`config.mk`:
```
export PLATFORM = sky130hd
export DESIGN_NAME = single_cycle_control_unit
export DESIGN_NICKNAME = d
export VERILOG_FILES = /design/src/rtl/single_cycle_control_unit.sv
export SDC_FILE = /design/constraint.sdc
export NUM_CORES = 1
export LEC_CHECK = 0
export CAP_MARGIN = 40
export CORE_AREA = 3 3 84 86
export DETAILED_ROUTE_END_ITERATION = 10
export DIE_AREA = 0 0 87 89
export PLACE_DENSITY = 0.75
export SLEW_MARGIN = 10
export SYNTH_ARGS = -nofsm -noshare
export SYNTH_HDL_FRONTEND = slang
export SYNTH_SLANG_ARGS = --single-unit
```
`constraint.sdc`:
```
create_clock -name vclk -period 1.9
set_clock_uncertainty 0.15 [all_clocks]
set_input_delay 0.38 -clock vclk [all_inputs]
set_output_delay 0.38 -clock vclk [all_outputs]
set_load 0.05 [all_outputs]
```
`src/rtl/single_cycle_control_unit.sv`:
```
// single_cycle_control_unit
// Instruction decoder plus next-PC / hazard controller for the single-cycle
// RV32I core. Decodes the decode-stage opcode into datapath controls and
// picks the next PC from JAL / JALR / branch redirects and memory stalls.
// Optional debug trace: define CONTROL_UNIT_SCAN_EN to add a cycle counter
// and per-cycle $display of the control state while scan is high.
module single_cycle_control_unit #(
    parameter int CORE            = 0,
    parameter int ADDRESS_BITS    = 20,
    parameter int NUM_BYTES       = 4,
    parameter int LOG2_NUM_BYTES  = 2,
    parameter int SCAN_CYCLES_MIN = 0,
    parameter int SCAN_CYCLES_MAX = 1000
) (
    input  logic                      clock,
    input  logic                      reset,
    input  logic [6:0]                opcode_decode,
    input  logic [6:0]                opcode_execute,
    input  logic [2:0]                funct3,
    input  logic [6:0]                funct7,
    input  logic [ADDRESS_BITS-1:0]   JALR_target_execute,
    input  logic [ADDRESS_BITS-1:0]   branch_target_execute,
    input  logic [ADDRESS_BITS-1:0]   JAL_target_decode,
    input  logic                      branch_execute,
    input  logic                      fetch_valid,
    input  logic                      fetch_ready,
    input  logic [ADDRESS_BITS-1:0]   issue_PC,
    input  logic [ADDRESS_BITS-1:0]   fetch_address_in,
    input  logic                      memory_valid,
    input  logic                      memory_ready,
    input  logic                      load_memory,
    input  logic                      store_memory,
    input  logic [ADDRESS_BITS-1:0]   load_address,
    input  logic [ADDRESS_BITS-1:0]   memory_address_in,
    output logic                      branch_op,
    output logic                      memRead,
    output logic [5:0]                ALU_operation,
    output logic                      memWrite,
    output logic [LOG2_NUM_BYTES-1:0] log2_bytes,
    output logic                      unsigned_load,
    output logic [1:0]                next_PC_sel,
    output logic [1:0]                operand_A_sel,
    output logic                      operand_B_sel,
    output logic [1:0]                extend_sel,
    output logic                      regWrite,
    output logic [ADDRESS_BITS-1:0]   target_PC,
    output logic                      i_mem_read,
    output logic                      flush_fetch_receive,
    input  logic                      scan
);

    localparam logic [6:0] OP_R_TYPE = 7'b0110011;
    localparam logic [6:0] OP_I_ALU  = 7'b0010011;
    localparam logic [6:0] OP_LOAD   = 7'b0000011;
    localparam logic [6:0] OP_STORE  = 7'b0100011;
    localparam logic [6:0] OP_BRANCH = 7'b1100011;
    localparam logic [6:0] OP_JAL    = 7'b1101111;
    localparam logic [6:0] OP_JALR   = 7'b1100111;
    localparam logic [6:0] OP_LUI    = 7'b0110111;
    localparam logic [6:0] OP_AUIPC  = 7'b0010111;

    logic fetchHazard;
    logic dmemHazard;
    logic jalrExecute;
    logic branchTaken;
    logic jalDecode;
    logic redirect;

    // Signals that only matter to the optional trace build, or are unused by design.
    logic unused_inputs;
    logic unused_params;
    assign unused_inputs = &{1'b0, clock, scan, fetch_ready, load_address,
                             memory_address_in, funct7[6], funct7[4:0]};
    assign unused_params = (CORE == 0) ^ (NUM_BYTES == 0) ^
                           (SCAN_CYCLES_MIN == 0) ^ (SCAN_CYCLES_MAX == 0);

    assign fetchHazard = ~fetch_valid | (fetch_address_in != issue_PC);
    assign dmemHazard  = ((load_memory | store_memory) & ~memory_ready) |
                         (load_memory & ~memory_valid);
    assign jalrExecute = (opcode_execute == OP_JALR);
    assign branchTaken = (opcode_execute == OP_BRANCH) & branch_execute;
    assign jalDecode   = (opcode_decode == OP_JAL);
    assign redirect    = jalrExecute | branchTaken | jalDecode;

    assign flush_fetch_receive = fetchHazard & ~reset;
    assign i_mem_read          = ~reset;

    // Decode the decode-stage instruction into datapath controls; state-changing enables are held low in reset.
    always_comb begin
        branch_op     = 1'b0;
        memRead       = 1'b0;
        memWrite      = 1'b0;
        unsigned_load = 1'b0;
        regWrite      = 1'b0;
        operand_B_sel = 1'b0;
        ALU_operation = 6'd0;
        log2_bytes    = '0;
        operand_A_sel = 2'b00;
        extend_sel    = 2'b00;
        case (opcode_decode)
            OP_R_TYPE: begin
                ALU_operation = {2'b00, funct7[5], funct3};
                regWrite      = 1'b1;
            end
            OP_I_ALU: begin
                ALU_operation = {2'b00, (funct3 == 3'b101) ? funct7[5] : 1'b0, funct3};
                operand_B_sel = 1'b1;
                regWrite      = 1'b1;
            end
            OP_LOAD: begin
                memRead       = 1'b1;
                operand_B_sel = 1'b1;
                regWrite      = 1'b1;
                log2_bytes    = LOG2_NUM_BYTES'(funct3[1:0]);
                unsigned_load = funct3[2];
            end
            OP_STORE: begin
                memWrite      = 1'b1;
                operand_B_sel = 1'b1;
                extend_sel    = 2'b01;
                log2_bytes    = LOG2_NUM_BYTES'(funct3[1:0]);
            end
            OP_BRANCH: begin
                branch_op     = 1'b1;
                ALU_operation = {3'b010, funct3};
            end
            OP_JAL, OP_JALR: begin
                ALU_operation = 6'b011111;
                operand_A_sel = 2'b10;
                regWrite      = 1'b1;
            end
            OP_LUI: begin
                operand_A_sel = 2'b11;
                operand_B_sel = 1'b1;
                extend_sel    = 2'b10;
                regWrite      = 1'b1;
            end
            OP_AUIPC: begin
                operand_A_sel = 2'b01;
                operand_B_sel = 1'b1;
                extend_sel    = 2'b10;
                regWrite      = 1'b1;
            end
            default: begin
                ALU_operation = 6'd0;
            end
        endcase
        if (reset) begin
            regWrite  = 1'b0;
            memRead   = 1'b0;
            memWrite  = 1'b0;
            branch_op = 1'b0;
        end
    end

    // Pick the next PC: a data-memory stall beats redirects, which beat fetch stalls.
    always_comb begin
        next_PC_sel = 2'b00;
        target_PC   = '0;
        if (!reset) begin
            if (jalrExecute) begin
                target_PC = JALR_target_execute;
            end else if (branchTaken) begin
                target_PC = branch_target_execute;
            end else if (jalDecode) begin
                target_PC = JAL_target_decode;
            end
            if (dmemHazard) begin
                next_PC_sel = 2'b01;
            end else if (redirect) begin
                next_PC_sel = 2'b10;
            end else if (fetchHazard) begin
                next_PC_sel = 2'b01;
            end
        end
    end

`ifdef CONTROL_UNIT_SCAN_EN
    logic [31:0] cycle_q;
    logic [31:0] cycle_d;

    // Free-running cycle counter used to window the trace output.
    always_comb begin
        cycle_d = cycle_q + 32'd1;
    end

    // Advance the cycle counter, clearing it on reset.
    always_ff @(posedge clock) begin
        if (reset) begin
            cycle_q <= 32'd0;
        end else begin
            cycle_q <= cycle_d;
        end
    end

    // Print the control state each cycle while tracing is enabled and inside the window.
    always_ff @(posedge clock) begin
        if (scan && (cycle_q >= $unsigned(SCAN_CYCLES_MIN)) && (cycle_q <= $unsigned(SCAN_CYCLES_MAX))) begin
            $display("------ Core %0d Control Unit - Current Cycle %0d ------", CORE, cycle_q);
            $display("| Opcode decode   [%b]", opcode_decode);
            $display("| Opcode execute  [%b]", opcode_execute);
            $display("| Next PC select  [%b]", next_PC_sel);
            $display("| Target PC       [%h]", target_PC);
            $display("| Fetch hazard    [%b]", fetchHazard);
            $display("| Memory hazard   [%b]", dmemHazard);
            $display("| Load address    [%h]", load_address);
            $display("| Memory address  [%h]", memory_address_in);
            $display("----------------------------------------------------------------------");
        end
    end
`endif

endmodule

```
==> impl_metrics.tcl <==
set metrics [dict create \
    status "complete, but fails checks" \
    violations "setup timing" \
    n_clock_buffer 0 \
    pwr_density_cell_nw_per_um2 148 \
    io_pins 216 \
    max_freq_mhz 456 \
    leakage_uw 0.00191 \
    first_iter_violations 91 \
    ys_seq_area_share_pct 0 \
    synth_area_um2 1230 \
    yosys_warnings 0 \
    crit_chain "buf_6 -> nand4b_1 -> buf_6 -> buf_12 -> nor3_4 -> a31oi_4 -> nor3_4 -> buf_6" \
    ant_nets 0 \
    grt_pass1_wl_um 15300 \
    setup_ws_ns -0.293 \
    fin_crit_sh_pct 115 \
    yosysUniqueCellTypes 35 \
    utilization_pct 79.2 \
    finalSetupViolCount 36 \
    fillers 404 \
    cts_hold_buf 0 \
    n_antenna_cell 0 \
    irDropWorstVdd_v 0.000124 \
    crit_path_max_fanout 6 \
    min_path_type "in2out" \
    dpl_cell_area_um2 3710 \
    drt-vias-per-instance 5.17 \
    dieHeight_um 89 \
    finalNetCount 585 \
    crit_type "in2out" \
    synth_top_area_share_pct 17.1 \
    cp_top_family "buffers and inverters" \
    cp-startpoint "opcode_execute[3]" \
    grt-ovfl-total 0 \
    syn2layout_area_growth_pct 309 \
    antenna_found_initial 0 \
    portBuffers 166 \
    grt_max_degree 15 \
    yosys-top-cells-area "nor3_1 (17%), xnor2_1 (14%), a31oi_1 (11%), a21oi_1 (9.4%), nor2_1 (7.9%)" \
    slowest_stage "nor3_4" \
    required_ns 1.37 \
    rsz0062_at_grt "true" \
    vias 2511 \
    cp_common_cell "buf_6" \
    die-area_um2 7740 \
    start_util_pct 19.3 \
    multi_input_area_um2 2310 \
    grt_pass1_vias 2888 \
    finalMaxSlewViolations 0 \
    slowest_delay_ns 0.23 \
    finalInstanceArea_um2 5030 \
    fp-row-count 29 \
    dp_hpwl_um 6200 \
    cp-end-kind "primary output" \
    seqCellArea_um2 0 \
    hold_ws_ns 0.985 \
    coreArea_um2 6350 \
    dieWidth_um 87 \
    crit_arrival_ns 1.66 \
    track_usage_pct 25.5 \
    seq_cells 0 \
    min_period_ns 2.19 \
    netlist_instances 203 \
    place_congestion 0.825 \
    cap_violations 0 \
    p_total_uw 743 \
    syn_avg_cell_area_um2 6.05 \
    fin_setup_tns_ns -6.71 \
    worstPathBufferInverterCount 4 \
    min_from "opcode_decode[4]" \
    drc 0 \
    yosys.area.top_type "nor3_1" \
    layout-drive-gt1-share_pct 66.3 \
    dr.pass1.iters 4 \
    totalWireLength_um 9900 \
    synth_nets 377 \
    hold_viol 0 \
    cp-start-kind "input pin" \
    wl_per_cell_um 20.4 \
]
==> worst paths after layout <==
kind | to | slack [ns] | depth (start not counted)
worst min-delay path | log2_bytes[1] | 0.99 | 4
worst max-delay path | target_PC[9] | -0.29 | 8
==> metrics by stage <==
stage	instances	setup slack, ns
5_1_grt	486	-0.348
6_report	486	-0.293
3_5_place_dp	463	-0.647
3_3_place_gp	463	-0.637
2_1_floorplan	203	-0.235
4_1_cts	486	-0.276
==> cell families after synthesis <==
group	synth area share, %
xor gates and xnor gates	14.3
and+or+nand+nor	47.4
other	0.305
buffers and inverters	14.3
AOI/OAI and AO/OA	23.8
==> layout by cell type (no fill, tap or decap), drive strengths merged <==
cell	n
and4b	1
o21ai	1
nor4	4
buf	135
clkdlybuf4s15	6
nand4	5
conb	1
a21oi	23
and3	1
a311oi	1
nand4bb	1
o41ai	1
nor2b	1
or2	1
clkdlybuf4s50	61
and2	3
nor3	43
nand2b	2
nand4b	2
or4	1
nand2	13
nor2	26
dlygate4sd2	23
o21a	1
nand3	1
inv	5
xnor2	20
or3	2
a31oi	22
a211o	1
nand3b	1
==> per-layer routing <==
metal / up-vias / share of wire [%] / track usage (%)
met5: - / 0 / 0
met4: 0 / 2.7 / 6.66
met3: 21 / 6.5 / 2.86
met2: 135 / 57 / 52.5
met1: 1178 / 33 / 27.0
li1: 1177 / - / -
==> repair_timing <==
| action | in CTS | in global routing |
|---|---|---|
| setup endpoints to repair | 40 | 40 |
| cloned | 11 | 0 |
| endpoints found under the hold margin | 0 | 0 |
| setup buffers | 14 | 3 |
| pin swaps | 86 | 36 |
| resized for setup | 390 | 30 |
==> cells in the mapped netlist <==
master / n
nor3_1: 42
nor2_1: 26
a21oi_1: 23
a31oi_1: 22
xnor2_1: 20
nand2_1: 13
buf_6: 5
clkbuf_1: 5
inv_1: 5
nand4_1: 5
dlymetal6s2s_1: 4
nor4_1: 4
buf_2: 3
and2_1: 2
nand2b_1: 2
nand4b_1: 2
or3_1: 2
a211o_2: 1
a311oi_1: 1
and2_2: 1
and3_2: 1
and4b_1: 1
buf_4: 1
conb_1: 1
dlygate4sd1_1: 1
nand3_1: 1
nand3b_4: 1
nand4bb_4: 1
nor2b_1: 1
nor3_4: 1
o21a_1: 1
o21ai_0: 1
o41ai_1: 1
or2_2: 1
or4_1: 1
==> report_power, final <==
group          switching [uW]  internal, uW  total, uW
Clock                       0             0          0
Combinational             337           406        743
Sequential                  0             0          0
Total                     337           406        743
==> area by class of cell <==
type | instances | share of cell area, %
Inverter | 5 | 0.373
Multi-Input combinational cell | 179 | 45.9
Tap cell | 77 | 1.92
Timing Repair Buffer | 225 | 51.8
==> worst min-delay path, stage by stage <==
cell	delay (ns)
buf_6	0.07
buf_4	0.11
nor4_4	0.05
buf_12	0.13
Note: power is estimated with default switching activity, not from simulation.
